`src/rtl/stream_agent.sv`:
```
// rtl/stream_agent.sv - Avalon-MM agent pushing host pixel words into a FIFO drained by a valid/ready port
//
// Parameters: DEPTH  FIFO entries (power of two, >= 4)
//             DATA_W Avalon data width (32)
//             ADDR_W Avalon byte address width; only bits [3:2] are decoded
//
// Ports:
//   sys_clk, sys_rst              clock, synchronous active-high reset
//   avs_address/write/read        Avalon-MM request (byte address, word index in [3:2])
//   avs_writedata/byteenable      write payload; byteenable only matters for CTRL
//   avs_readdata                  registered read data, valid on the 2nd read cycle
//   avs_waitrequest               stall: full FIFO on DATA write, first cycle of every read, reset
//   out_data/out_valid/out_ready  FIFO head toward the video path
//
// Word map: 0 DATA (W push), 1 CTRL (W bit0 = clear), 2 STATUS (R), 3 WCOUNT (R)

module stream_agent #(
  parameter int DEPTH  = 16,
  parameter int DATA_W = 32,
  parameter int ADDR_W = 32
) (
  input  logic              sys_clk,
  input  logic              sys_rst,
  input  logic [ADDR_W-1:0] avs_address,
  input  logic              avs_write,
  input  logic              avs_read,
  input  logic [DATA_W-1:0] avs_writedata,
  input  logic [3:0]        avs_byteenable,
  output logic [DATA_W-1:0] avs_readdata,
  output logic              avs_waitrequest,
  output logic [DATA_W-1:0] out_data,
  output logic              out_valid,
  input  logic              out_ready
);

  localparam int PTR_W = $clog2(DEPTH);
  localparam int LVL_W = PTR_W + 1;

  localparam logic [1:0] IDX_DATA   = 2'd0;
  localparam logic [1:0] IDX_CTRL   = 2'd1;
  localparam logic [1:0] IDX_STATUS = 2'd2;
  localparam logic [1:0] IDX_WCOUNT = 2'd3;

  typedef enum logic {
    ST_IDLE,
    ST_RDATA
  } rd_state_t;

  rd_state_t rd_state, rd_state_nxt;

  logic [DATA_W-1:0] mem [DEPTH];
  logic [PTR_W-1:0]  wr_ptr, rd_ptr;
  logic [LVL_W-1:0]  level;
  logic [31:0]       wcount;

  logic [1:0]        idx;
  logic              full, empty;
  logic              data_wr, push, pop, clear;
  logic              rd_capture, rd_stall;
  logic [DATA_W-1:0] rd_mux;
  logic              unused_bits;

  assign idx   = avs_address[3:2];
  assign full  = (level == LVL_W'(DEPTH));
  assign empty = (level == '0);

  // Address bits outside the word index and the upper byte enables carry no meaning here.
  assign unused_bits = ^{avs_address[ADDR_W-1:4], avs_address[1:0], avs_byteenable[3:1]};

  assign data_wr = avs_write && (idx == IDX_DATA);
  // A DATA write completes exactly when it is not stalled by a full FIFO.
  assign push    = data_wr && !full && !sys_rst;
  assign pop     = !empty && out_ready;
  assign clear   = avs_write && (idx == IDX_CTRL) && avs_byteenable[0] && avs_writedata[0];

  // Write stall looks only at registered full, so it never depends on out_ready.
  assign avs_waitrequest = sys_rst || rd_stall || (data_wr && full);

  assign out_data  = mem[rd_ptr];
  assign out_valid = !empty;

  // Storage is not reset; level/pointers decide what is visible.
  always_ff @(posedge sys_clk) begin
    if (push) begin
      mem[wr_ptr] <= avs_writedata;
    end
  end

  // Clear outranks push/pop, so a pop in the clear cycle is simply lost.
  always_ff @(posedge sys_clk) begin
    if (sys_rst || clear) begin
      wr_ptr <= '0;
      rd_ptr <= '0;
      level  <= '0;
      wcount <= '0;
    end else begin
      if (push) begin
        wr_ptr <= wr_ptr + 1'b1;
        wcount <= wcount + 32'd1;
      end
      if (pop) begin
        rd_ptr <= rd_ptr + 1'b1;
      end
      case ({push, pop})
        2'b10:   level <= level + 1'b1;
        2'b01:   level <= level - 1'b1;
        default: level <= level;
      endcase
    end
  end

  // Read FSM: state register
  always_ff @(posedge sys_clk) begin
    if (sys_rst) begin
      rd_state <= ST_IDLE;
    end else begin
      rd_state <= rd_state_nxt;
    end
  end

  // Read FSM: next state
  always_comb begin
    rd_state_nxt = rd_state;
    case (rd_state)
      ST_IDLE:  if (avs_read) rd_state_nxt = ST_RDATA;
      ST_RDATA: rd_state_nxt = ST_IDLE;
      default:  rd_state_nxt = ST_IDLE;
    endcase
  end

  // Read FSM: outputs
  always_comb begin
    rd_capture = 1'b0;
    rd_stall   = 1'b0;
    case (rd_state)
      ST_IDLE: begin
        rd_capture = avs_read;
        rd_stall   = avs_read;
      end
      default: begin
        rd_capture = 1'b0;
        rd_stall   = 1'b0;
      end
    endcase
  end

  always_comb begin
    rd_mux = '0;
    case (idx)
      IDX_STATUS: begin
        rd_mux[15:0] = 16'(level);
        rd_mux[16]   = full;
        rd_mux[17]   = empty;
      end
      IDX_WCOUNT: rd_mux = DATA_W'(wcount);
      default:    rd_mux = '0;
    endcase
  end

  // Sampled in the IDLE cycle of a read and held until the next read.
  always_ff @(posedge sys_clk) begin
    if (sys_rst) begin
      avs_readdata <= '0;
    end else if (rd_capture) begin
      avs_readdata <= rd_mux;
    end
  end

endmodule

```
`config.mk`:
```
export PLATFORM = sky130hd
export DESIGN_NAME = stream_agent
export DESIGN_NICKNAME = d
export VERILOG_FILES = /design/src/rtl/stream_agent.sv
export SDC_FILE = /design/constraint.sdc
export NUM_CORES = 1
export LEC_CHECK = 0
export CAP_MARGIN = 20
export CELL_PAD_IN_SITES_DETAIL_PLACEMENT = 0
export CELL_PAD_IN_SITES_GLOBAL_PLACEMENT = 2
export CORE_MARGIN = 1
export CORE_UTILIZATION = 46
export CTS_CLUSTER_SIZE = 30
export DETAILED_ROUTE_END_ITERATION = 6
export PLACE_DENSITY_LB_ADDON = 0.25
export SYNTH_ARGS = -nofsm -noshare
export SYNTH_HDL_FRONTEND = slang
export SYNTH_SLANG_ARGS = --single-unit
```
`constraint.sdc`:
```
create_clock -name sys_clk -period 5.5 [get_ports sys_clk]
set_input_delay 1.1 -clock sys_clk [delete_from_list [all_inputs] [get_ports sys_clk]]
set_output_delay 1.1 -clock sys_clk [all_outputs]
set_load 0.01 [all_outputs]
```
* After elaboration in Yosys (flattened, before gate mapping) *
Memories as Yosys holds them, arrays and structs flattened. A register that Yosys moved wholly into a read port is not among the register bits.
Cells that the tools add are included.

storage, ports and cells
  flip-flop bits (word level) = 78
  RAM bits = 512
  bits of input ports = 73
  output and inout bits = 66
  word-level logic and storage cells = 46
  memories kept = 1

memory list
  name  words  bits a word  rd ports  clocked after memory_dff  wr ports  line  source
  mem   16     32           1         1                         1         51    logic [DATA_W-1:0] mem [DEPTH];

cells by class
  add/subtract/negate cells = 5
  equality and inequality tests = 6
  mux-type cells = 10
  bitwise operators = 1
  reduce and logical (&&, ||, !) cells = 17

operators by type and width
  cell                     number
  $pmux W18 S2             1
  $add A32 B1 Y32 const B  1
  $mux W14                 1
  $pmux W5 S2              1
  $add A4 B1 Y4 const B    2
  $logic_and A1 B1 Y1      8
  $mux W4                  2
  $eq A2 B2 Y1 const B     3
  $add A5 B1 Y5 const B    1
  $eq A5 B5 Y1 const B     1
  $logic_not A5 Y1         1
  $sub A5 B1 Y5 const B    1
  $eq A2 B1 Y1 const B     2
  $mux W1                  4
  $logic_not A1 Y1         3
  $logic_or A1 B1 Y1       3
  $logic_not A2 Y1         1
  $pmux W1 S2              1
  $reduce_bool A2 Y1       1
  $not A1 Y1               1

* Longest topological paths before layout *
  depth after elaboration = 6
  depth in mapped cells = 13
  depth with buffers taken out = 11

* Worst setup path before layout *
No wires, ideal clock.

  path kind = input to register
  from = input avs_address[3]
  to = memory mem[3][0] (enable)
  library setup time = 0.461 ns
  data arrival time = 4.510 ns
  required time = 5.039 ns
  slack = 0.530 ns
  stages = 5
  path buffers = 1
  cell sequence = or3b_1 buf_2 a211oi_1 nand2_1 nor3_1

on the way
  word-level cells in the longest chain between the ends = 6

RTL lines
  what                              line  source
  start, declared                   24    input logic [ADDR_W-1:0] avs_address,
  $logic_not A2 Y1                  70    assign data_wr = avs_write && (idx == IDX_DATA);
  $logic_and A1 B1 Y1               70
  $logic_and A1 B1 Y1 (2 in a row)  72    assign push = data_wr && !full && !sys_rst;
  $mux W1                           84    if (push) begin
  $mux W1 (implied by the code)     85    mem[wr_ptr] <= avs_writedata;
  end, declared                     51

No other way between the ends.

==> summary.txt <==
=====================================================================================
Post-Syn Area per Cell .................................................     20.8 µm²
Depth of the CTS H-tree ................................................            2
Number of synthesized flops with an enable pin .........................          512
Wire length of the first global-routing pass ...........................     70900 µm
Vias after detailed routing ............................................        10700
Global-route congestion overflow total .................................            0
Final Max Slew Viols ...................................................            0
Static leakage power ...................................................   0.00816 µW
GR Layer Usage met3 ....................................................        3.50%
Critical path arrival ..................................................      3.28 ns
Sinks on Clock Net .....................................................          594
Worst-path fanout max ..................................................           67
Commonest non-fill, non-tap cells in the layout ........................ sky130_fd_sc_hd__edfxtp_1 (512), sky130_fd_sc_hd__mux4_2 (160), sky130_fd_sc_hd__clkdlybuf4s50_1 (105), sky130_fd_sc_hd__dfxtp_1 (78), sky130_fd_sc_hd__clkbuf_16 (61)
Post-route DRC violation count .........................................            0
Global-route usage over all layers .....................................        19.1%
Die Span X .............................................................       224 µm
Count of buffers from port buffering ...................................          105
Max-Slew Margin vs Limit ...............................................        33.9%
Number of CTS-inserted buffers .........................................           59
Worst-path cell chain .................................................. buf_12, mux4_2, mux4_2, clkdlybuf4s50_1
Final hold violations ..................................................            0
Critical path's slowest cell ........................................... sky130_fd_sc_hd__mux4_2
Setup clock skew after layout ..........................................    0.0125 ns
FF-to-FF setup slack ...................................................      2.41 ns
Register area share after synthesis ....................................        75.1%
P&R area growth vs syn .................................................        17.7%
Start of the worst register-to-register path ...........................     level[0]
Pre-CTS setup slack ....................................................     0.985 ns
Maximum vdd drop .......................................................     0.242 mV
Chip Height ............................................................       224 µm
Buffers inserted during post-CTS setup optimization ....................            0
HPWL after DPL .........................................................     25000 µm
Ys Warns ...............................................................            0
Synthesized instance count .............................................         1089
Fin area ...............................................................    26700 µm²
Cell at the root of the clock tree ..................................... sky130_fd_sc_hd__clkbuf_16
Top cell type by total area after synthesis ............................ sky130_fd_sc_hd__edfxtp_1
Delay of the slowest cell on the worst path ............................      0.62 ns
Total of max-cap violations ............................................            0
WP data required .......................................................      4.40 ns
Reg-to-reg endpoint ....................................................     level[4]
FMAX ...................................................................    0.228 GHz
Number of global-route vias before repair ..............................        11400
Unrepaired setup endpoints after global routing ........................        false
Worst-case hold path end point .........................................     rd_state
RePlAce Congestion .....................................................        0.704
Endpoint kind of the worst setup timing path ........................... primary output
Period utilisation layout ..............................................        79.6%
Worst Setup Path Type .................................................. flip-flop to primary output
Initial antenna violation count ........................................            1
Core Footprint .........................................................    48100 µm²
Hold Crit Start ........................................................     rd_state
Final WL ...............................................................     46600 µm
Minimum clock period after layout ......................................      4.38 ns
CTS tree ...............................................................          yes
Pin count of the biggest net entering global routing ...................           68
Final net count ........................................................         1309
Type of element launching the critical path ............................    flip-flop
Post-CTS resize count ..................................................            0
Top cells by area, synth ............................................... sky130_fd_sc_hd__edfxtp_1 (68%), sky130_fd_sc_hd__mux4_2 (16%), sky130_fd_sc_hd__dfxtp_1 (7.2%)
Most frequent standard cell in the layout excluding fill and tap cells . sky130_fd_sc_hd__edfxtp_1
Insertion delay to the later sink of the worst-skew pair ...............      0.62 ns
Class of the tightest hold or removal check ............................ flip-flop to flip-flop
Cell depth of the worst min-delay path .................................            1
FILL cells .............................................................         3637
Crit path top cell by count ............................................ sky130_fd_sc_hd__mux4_2
Post-Synthesis Net Count ...............................................         1171
Number of unique standard cell types used by synthesis .................           52
Cell count of the worst reg-to-reg path ................................           10
Most utilized layer in the global route result .........................         met2
Most common flop cell mapped by yosys .................................. sky130_fd_sc_hd__edfxtp_1
Run status ............................................................. complete, no violations
Largest delay share family, worst path ................................. multiplexers
Number of buffers inserted by hold repair at cts .......................            0
Flip-flop and latch count after synthesis ..............................          594
Post-route antenna net violation count .................................            0
Final-layout setup total negative slack ................................         0 ns
Post-route setup slack .................................................      1.12 ns
Vias per Instance ......................................................         5.55
Routed WL per cell .....................................................      24.1 µm
Cell area after synthesis ..............................................    22700 µm²
Finish-stage setup viols ...............................................            0
Routing usage on met1 ..................................................        26.4%
First drt pass iteration count .........................................            5
Critical path buffer and inverter count ................................            2
Die Area ...............................................................    50200 µm²
Clock slew seen by the registers of the worst setup and hold paths .....      0.06 ns
Std cell rows ..........................................................           80
Iter 0 DRT Violations ..................................................          802
Fraction of final layout cells sized beyond drive strength 1 ...........        24.2%
Power per Cell Area ....................................................   387 nW/µm²
I/O pins ...............................................................          139
Number of buffers on the longest clock path ............................            3
Slew at the pin closest to its max-slew limit ..........................     0.992 ns
Effective utilization at floorplan .....................................        47.1%
Met2 usage in global routing ...........................................        31.0%
Post-synth top area share ..............................................        67.8%
Area of placed instances ...............................................    24700 µm²
Share of flip-flops with an asynchronous set or reset ..................           0%
=====================================================================================
==> flip-flops by register name, summed over array words and instances, names as in the netlist, named ones only <==
register	count
rd_state	1
wr_ptr	4
wcount	32
level	5
avs_readdata	32
mem	512
rd_ptr	4
==> power breakdown <==
part | internal, µW | switching, µW | total, µW
clock network | 2400 | 1680 | 4080
logic | 726 | 555 | 1280
registers | 4910 | 52.3 | 4970
total | 8040 | 2290 | 10300
==> stage by stage <==
stage	hold WS [ns]	cells	power (µW)	util [%]
after floorplan	0.415	1089	5970	-
after global placement	0.428	1822	6370	51.3
after detailed placement	0.433	1822	6380	51.3
after CTS	0.442	1931	10500	55.4
after global routing	0.485	1931	10700	55.4
final	0.441	1932	10300	55.4
==> kinds of logic after synthesis <==
| logic type | after synthesis | synth area share, % |
|---|---|---|
| buffers and inverters | 72 | 1.31 |
| AND/OR/NAND/NOR | 148 | 3.44 |
| AO/OA/AOI/OAI | 60 | 1.96 |
| flip-flops | 594 | 75.1 |
| XOR/XNOR | 37 | 1.43 |
| multiplexers | 169 | 16.3 |
| adder cells (fa/ha/maj) | 9 | 0.497 |
==> synthesized netlist by cell type, types with 7 or more instances <==
cell and n:
sky130_fd_sc_hd__xor2_1 8, sky130_fd_sc_hd__nand3_1 10, sky130_fd_sc_hd__ha_1 9, sky130_fd_sc_hd__nor4_2 7
sky130_fd_sc_hd__buf_1 7, sky130_fd_sc_hd__dfxtp_1 82, sky130_fd_sc_hd__buf_2 16, sky130_fd_sc_hd__inv_1 13
sky130_fd_sc_hd__a22o_1 25, sky130_fd_sc_hd__nand2_1 26, sky130_fd_sc_hd__clkbuf_1 35, sky130_fd_sc_hd__o21ai_0 11
sky130_fd_sc_hd__nor2_1 54, sky130_fd_sc_hd__mux2i_1 9, sky130_fd_sc_hd__xnor2_1 29, sky130_fd_sc_hd__edfxtp_1 512
sky130_fd_sc_hd__mux4_2 160, sky130_fd_sc_hd__a21oi_1 7, sky130_fd_sc_hd__nor3_1 12
==> layout make-up <==
cell class / count / area (µm²) / share of cell area [%]
well taps: 656 / 821 / 3.08
diodes: 1 / 2.50 / 0.00938
multi-input cells: 423 / 5470 / 20.5
inverters: 13 / 48.8 / 0.183
clock buffers: 72 / 1570 / 5.88
flip-flops and latches: 594 / 17000 / 63.8
clock inverters: 37 / 407 / 1.52
repair buffers: 136 / 1330 / 5.00
==> routing by layer <==
| metal | up-vias | part of all wire, % |
|---|---|---|
| met3 | 61 | 5.0 |
| met4 | 0 | 2.1 |
| met5 | - | 0 |
| met1 | 5667 | 44 |
| li1 | 4760 | - |
| met2 | 241 | 49 |
==> worst reg2reg max path, cell delays in order, from the launching register on <==
cell and delay [ns]:
sky130_fd_sc_hd__dfxtp_1 0.39, sky130_fd_sc_hd__nor4_2 0.69, sky130_fd_sc_hd__a21boi_1 0.39, sky130_fd_sc_hd__ha_1 0.40, sky130_fd_sc_hd__xor2_1 0.18, sky130_fd_sc_hd__ha_1 0.19, sky130_fd_sc_hd__a21oi_1 0.22, sky130_fd_sc_hd__a22oi_1 0.13
sky130_fd_sc_hd__a31oi_1 0.20, sky130_fd_sc_hd__xnor2_1 0.14, sky130_fd_sc_hd__nor2_1 0.05
==> worst max-delay path by stage <==
stage / from / endpoint / slack (ns) / depth (start not counted)
2_1_floorplan: avs_address[3] / mem[3][0] / 0.53 / 5
3_3_place_gp: avs_address[2] / level[4] / 1.04 / 13
3_5_place_dp: avs_address[2] / level[4] / 0.99 / 13
4_1_cts: flip-flop / out_data[3] / 1.04 / 4
5_1_grt: flip-flop / out_data[11] / 1.0 / 4
6_report: flip-flop / out_data[17] / 1.12 / 4
Note: power is estimated with default switching activity, not from simulation.
